--- src/rtl/res_sched.sv ---
// res_sched: merges branch resolutions from two requesters into one in-order
// stream for the branch predictor, through a small resolution FIFO.
// Optional feature macro: RES_SCHED_BYPASS_EN. When it is defined, a lone
// resolution arriving at an empty FIFO is forwarded to res_o in the same cycle.
package res_sched_pkg;
  localparam int XLEN = 32;

  typedef struct packed {
    logic            valid;
    logic            taken;
    logic [XLEN-1:0] pc;
  } resolution_t;
endpackage

module res_sched
  import res_sched_pkg::*;
#(
  parameter int DEPTH = 4
) (
  input  logic                     clk_i,
  input  logic                     rst_i,
  input  logic                     flush_i,
  input  logic                     res0_valid_i,
  input  logic                     res1_valid_i,
  input  logic                     res0_taken_i,
  input  logic                     res1_taken_i,
  input  logic [XLEN-1:0]          res0_pc_i,
  input  logic [XLEN-1:0]          res1_pc_i,
  output logic                     res0_ready_o,
  output logic                     res1_ready_o,
  output resolution_t              res_o,
  output logic                     pred_flush_o,
  output logic [$clog2(DEPTH):0]   count_o
);

  localparam int AW = $clog2(DEPTH);
  localparam int CW = AW + 1;

  typedef enum logic [0:0] {
    ST_RUN   = 1'b0,
    ST_FLUSH = 1'b1
  } state_t;

  state_t          state_q;
  logic [CW-1:0]   count_q;
  logic [AW-1:0]   rd_ptr_q;
  logic [AW-1:0]   wr_ptr_q;
  logic            rr_q;
  logic            pred_flush_q;

  // Storage is deliberately not reset; only occupancy/pointer state is.
  logic [XLEN-1:0] pc_mem    [DEPTH];
  logic            taken_mem [DEPTH];

  logic [CW-1:0]   free;
  logic            run_ok;
  logic            ready0;
  logic            ready1;
  logic            single;
  logic            wr0;
  logic            wr1;
  logic            pop;
  logic            byp;
  logic            store0;
  logic            store1;
  logic [CW-1:0]   push_n;
  logic [AW-1:0]   wr1_idx;
  resolution_t     res;

  // Arbitration, bypass decision and FIFO head presentation.
  always_comb begin
    // Free slots include the slot released by this cycle's pop.
    free   = CW'(DEPTH) - count_q + {{(CW-1){1'b0}}, (count_q != {CW{1'b0}})};
    run_ok = (state_q == ST_RUN) && !flush_i && !rst_i;
    ready0 = 1'b0;
    ready1 = 1'b0;
    single = 1'b0;
    if (run_ok) begin
      if (free >= CW'(2)) begin
        ready0 = 1'b1;
        ready1 = 1'b1;
      end else if (free == CW'(1)) begin
        single = 1'b1;
        if (rr_q) begin
          ready1 = 1'b1;
        end else begin
          ready0 = 1'b1;
        end
      end else begin
        ready0 = 1'b0;
        ready1 = 1'b0;
      end
    end else begin
      ready0 = 1'b0;
      ready1 = 1'b0;
    end

    wr0 = res0_valid_i && ready0;
    wr1 = res1_valid_i && ready1;
    // The predictor never stalls, so a visible head is always consumed.
    pop = (count_q != {CW{1'b0}}) && (state_q == ST_RUN) && !flush_i;

`ifdef RES_SCHED_BYPASS_EN
    byp = (count_q == {CW{1'b0}}) && run_ok && (wr0 ^ wr1);
`else
    byp = 1'b0;
`endif

    store0  = wr0 && !byp;
    store1  = wr1 && !byp;
    push_n  = CW'(store0) + CW'(store1);
    // Port 0 is older, so it takes the first free slot.
    wr1_idx = wr_ptr_q + (store0 ? AW'(1) : AW'(0));

    res.valid = (count_q != {CW{1'b0}});
    res.taken = taken_mem[rd_ptr_q];
    res.pc    = pc_mem[rd_ptr_q];
    if (byp) begin
      res.valid = 1'b1;
      res.taken = wr0 ? res0_taken_i : res1_taken_i;
      res.pc    = wr0 ? res0_pc_i    : res1_pc_i;
    end else begin
      res.valid = res.valid && !rst_i;
    end
  end

  // Control FSM: run/flush state, occupancy, pointers and round-robin pointer.
  always_ff @(posedge clk_i or posedge rst_i) begin
    if (rst_i) begin
      state_q      <= ST_RUN;
      count_q      <= {CW{1'b0}};
      rd_ptr_q     <= {AW{1'b0}};
      wr_ptr_q     <= {AW{1'b0}};
      rr_q         <= 1'b0;
      pred_flush_q <= 1'b0;
    end else if (flush_i) begin
      state_q      <= ST_FLUSH;
      count_q      <= {CW{1'b0}};
      rd_ptr_q     <= {AW{1'b0}};
      wr_ptr_q     <= {AW{1'b0}};
      pred_flush_q <= 1'b1;
    end else begin
      case (state_q)
        ST_FLUSH: begin
          state_q      <= ST_RUN;
          pred_flush_q <= 1'b0;
        end
        ST_RUN: begin
          pred_flush_q <= 1'b0;
          count_q      <= count_q + push_n - CW'(pop);
          wr_ptr_q     <= wr_ptr_q + AW'(push_n);
          if (pop) begin
            rd_ptr_q <= rd_ptr_q + AW'(1);
          end
          if (single && (wr0 || wr1)) begin
            rr_q <= ~rr_q;
          end
        end
        default: begin
          state_q      <= ST_RUN;
          pred_flush_q <= 1'b0;
        end
      endcase
    end
  end

  // FIFO storage writes, port 0 ahead of port 1.
  always_ff @(posedge clk_i) begin
    if (store0) begin
      pc_mem[wr_ptr_q]    <= res0_pc_i;
      taken_mem[wr_ptr_q] <= res0_taken_i;
    end
    if (store1) begin
      pc_mem[wr1_idx]    <= res1_pc_i;
      taken_mem[wr1_idx] <= res1_taken_i;
    end
  end

  assign res0_ready_o = ready0;
  assign res1_ready_o = ready1;
  assign res_o        = res;
  assign pred_flush_o = pred_flush_q;
  assign count_o      = count_q;

endmodule

--- config.mk ---
export PLATFORM = sky130hd
export DESIGN_NAME = res_sched
export DESIGN_NICKNAME = d
export VERILOG_FILES = /design/src/rtl/res_sched.sv
export SDC_FILE = /design/constraint.sdc
export NUM_CORES = 1
export LEC_CHECK = 0
export BUFFER_PORTS_ARGS = -buffer_cell sky130_fd_sc_hd__buf_2
export CAP_MARGIN = 20
export CORE_ASPECT_RATIO = 0.6
export CORE_MARGIN = 4
export CORE_UTILIZATION = 57
export CTS_CLUSTER_SIZE = 10
export DETAILED_ROUTE_END_ITERATION = 10
export GPL_TIMING_DRIVEN = 1
export PLACE_DENSITY_LB_ADDON = 0.08
export SETUP_SLACK_MARGIN = 0.1
export SYNTH_ARGS = -nofsm -noshare
export SYNTH_HDL_FRONTEND = slang
export SYNTH_SLANG_ARGS = --single-unit
export TNS_END_PERCENT = 20
--- constraint.sdc ---
create_clock -name clk_i -period 6.52 [get_ports clk_i]
set_input_delay 0.652 -clock clk_i [delete_from_list [all_inputs] [get_ports clk_i]]
set_output_delay 0.652 -clock clk_i [all_outputs]
set_load 0.02 [all_outputs]
==> qor.yml <==
clock_network:
  cts-root-buf: "clkbuf_16"
  clkSinkCount: 141
  cts_hold_buf: 0
  clk_latency_ps: 410
  cts.path.max_buffers: 2
  cts_tree: "yes"
  ctsResizeCount: 0
  cts_setup_buffers: 0
  clk_pin_slew_worst_paths_ps: 60
  htreeDepth: 4
  cts_made_buffers: 17
grt:
  grt_pass1_wl_um: 23200
  antenna_found_initial: 3
  grt_pass1_vias: 4195
  grt.overflow.total: 0
  grt_usage_pct: 20.9
  grt_start_max_net_pins: 35
synth:
  synthArstFlopShare_pct: 6.38
  ys_seq_area_share_pct: 56.6
  synth_ff_type: "edfxtp_1"
  synth_edf_count: 132
  synthCells: 397
  avgSynthCellArea_um2: 18.6
  yosysWarnings: 0
  ys_ff_latch: 141
  synthesis.area_um2: 7400
  synth_fp_nets: 478
  ys_types: 35
setup_path:
  r2r_slack_ps: 1560
  path_delay_family: "simple AND/OR/NAND/NOR gates"
  path_class: "flip-flop to flip-flop"
  cp_slowest_cell: "nand2_2"
  r2r-start: "count_o[2]"
  arrival_ps: 5100
  crit_chain: "nor3_1 -> ha_1 -> inv_1 -> ha_1 -> a21oi_1 -> a31oi_1 -> nand2_1 -> inv_1 -> ha_1 -> xnor2_1 -> nor2_1 -> nand2_2 -> o31ai_4 -> buf_4"
  rr_endpoint: "pc_mem[2][19]"
  cp-end-kind: "flip-flop"
  start_kind: "flip-flop"
  path_common_cell: "ha_1"
  worstRegToRegCells: 14
  startpoint: "count_o[2]"
  path_depth: 14
  critical_path_required_ps: 6660
  cp_num_buf_inv: 3
  cp_max_fo: 34
  cp-endpoint: "pc_mem[2][19]"
  slowest_delay_ps: 690
die:
  rows: 31
  die_w_um: 155
  die_y_um: 96.3
  ios: 111
  core_area_um2: 12400
  initial_core_util_pct: 59.8
  die_area_um2: 14900
routing:
  via_per_inst: 5.75
  vias: 3940
  drt_iter0_drc: 202
  antenna_left: 0
  drc_errors: 0
  wl_um: 14900
  post_drt_wl_per_cell_um: 21.8
  dr.pass1.iters: 4
cells_and_area:
  multi_input_area_um2: 2950
  fillers: 843
  areaGrowthSynthToFinish_pct: 15.8
  diodes: 0
  regArea_um2: 4190
  drive_gt1_share_pct: 62.1
  fin_nets: 588
sta:
  drv_slew: 0
  hold_viol: 0
  fin_skew_ps: 8.53
  worst-slew-pin-transition_ps: 924
  whs_ps: 232
  fmax_ghz: 0.202
  fin_tns_setup_ps: 0
  finalCriticalPeriod_ps: 4960
  setup_viol: 0
  rsz0062_at_grt: "false"
  finalCritPeriodShare_pct: 76.0
  relSlewSlack_pct: 38.2
min_path:
  worstHoldPathType: "input pin to async pin"
placement:
  place_congestion: 0.746
  port_buffers: 110
  hpwl_um: 9350
pwr:
  ir_drop_mv: 0.211
  powerDensity_nw_per_um2: 263
  leakagePower_nw: 3.16
run_status:
  status: "completed"
flow_run:
  maxCapViolations: 0
[state kept, by name, indices dropped and copies added, names as in the netlist]
| register | flops |
|---|---|
| rd_ptr_q | 2 |
| rr_q | 1 |
| pred_flush_o | 1 |
| taken_mem | 4 |
| pc_mem | 128 |
| count_o | 3 |
| wr_ptr_q | 2 |
[synth_stat cells, types with 2 or more instances]
library cell    n  area, µm²
buf_12          6        120
or3_1           4       25.0
edfxtp_1      132       3960
nor3_1          3       15.0
o31ai_1         2       15.0
mux4_2         33        743
ha_1            9        113
buf_6           9        101
dfrtp_1         9        225
clkbuf_1        5       18.8
nor2_1          7       26.3
a41o_1          2       20.0
buf_2           3       15.0
a21oi_1         5       25.0
mux2_2         74        833
inv_1          10       37.5
mux2i_1         2       20.0
mux2_4         58        871
xnor2_1         5       43.8
a31oi_1         2       12.5
o21ai_0         3       15.0
[layout by cell type (no fill, tap or decap), types with 2 or more instances in the layout]
master,instances
clkbuf_16,17
dfrtp_1,7
dfrtp_2,2
clkinvlp_4,3
ha_1,9
o21ai_0,3
o31ai_4,2
mux2_4,58
mux2_2,74
buf_4,5
buf_2,110
clkinv_2,3
a31oi_1,2
xnor2_1,5
bufinv_16,3
inv_6,3
mux2i_1,2
edfxtp_1,132
nor2_1,7
a41o_2,2
mux4_2,33
inv_1,10
nor3_1,3
or3_1,4
a21oi_1,5
[worst min-delay path by stage]
stage / startpoint / to / slack, ps / cells past startpoint
6_report: rst_i / count_o[0] / 230 / 2
5_1_grt: rst_i / rr_q / 250 / 2
4_1_cts: rst_i / count_o[1] / 220 / 2
3_5_place_dp: rr_q / rr_q / 510 / 1
3_3_place_gp: rr_q / rr_q / 500 / 1
2_1_floorplan: rr_q / rr_q / 460 / 1
[layer usage]
metal	wire (µm)	vias up	global-route usage (%)
met5	34	-	0
met3	1110	11	5.71
met2	7000	123	33.3
met1	6710	1984	28.6
li1	-	1816	-
met4	60	6	5.95
[power breakdown]
part	leakage [nW]	switching, mW	internal, mW
clock	0.285	0.373	0.602
sequential	1.31	0.0166	1.01
combinational	1.56	0.123	0.127
[stage by stage]
| stage | worst slack [ps] | power (mW) | instances | utilization, % | area, µm² |
|---|---|---|---|---|---|
| 3_5_place_dp | 1530 | 1.30 | 653 | 64.4 | 7970 |
| 5_1_grt | 1160 | 2.34 | 685 | 69.2 | 8570 |
| 4_1_cts | 1490 | 2.27 | 685 | 69.2 | 8570 |
| 2_1_floorplan | 984 | 1.21 | 397 | - | 7400 |
| 6_report | 1560 | 2.25 | 685 | 69.2 | 8570 |
| 3_3_place_gp | 1780 | 1.29 | 653 | 64.4 | 7970 |
[layout make-up]
class	count	share of cell area (%)
repair buffers	115	6.86
clock buffers	18	5.01
flip-flops and latches	141	48.9
clock inverters	14	1.94
well taps	165	2.41
multi-input cells	222	34.4
inverters	10	0.438
[logic make-up (layout without fill, tap and decap cells)]
kind of cell	Yosys count	in the layout	synth area share, %
AO/OA/AOI/OAI	15	15	1.47
XOR/XNOR	6	6	0.710
adder cells (fa/ha/maj)	10	10	1.79
buffers and inverters	34	157	4.01
flip-flops	141	141	56.6
multiplexers	167	167	33.3
AND/OR/NAND/NOR	24	24	2.10
(Power assumes the default switching activity.)
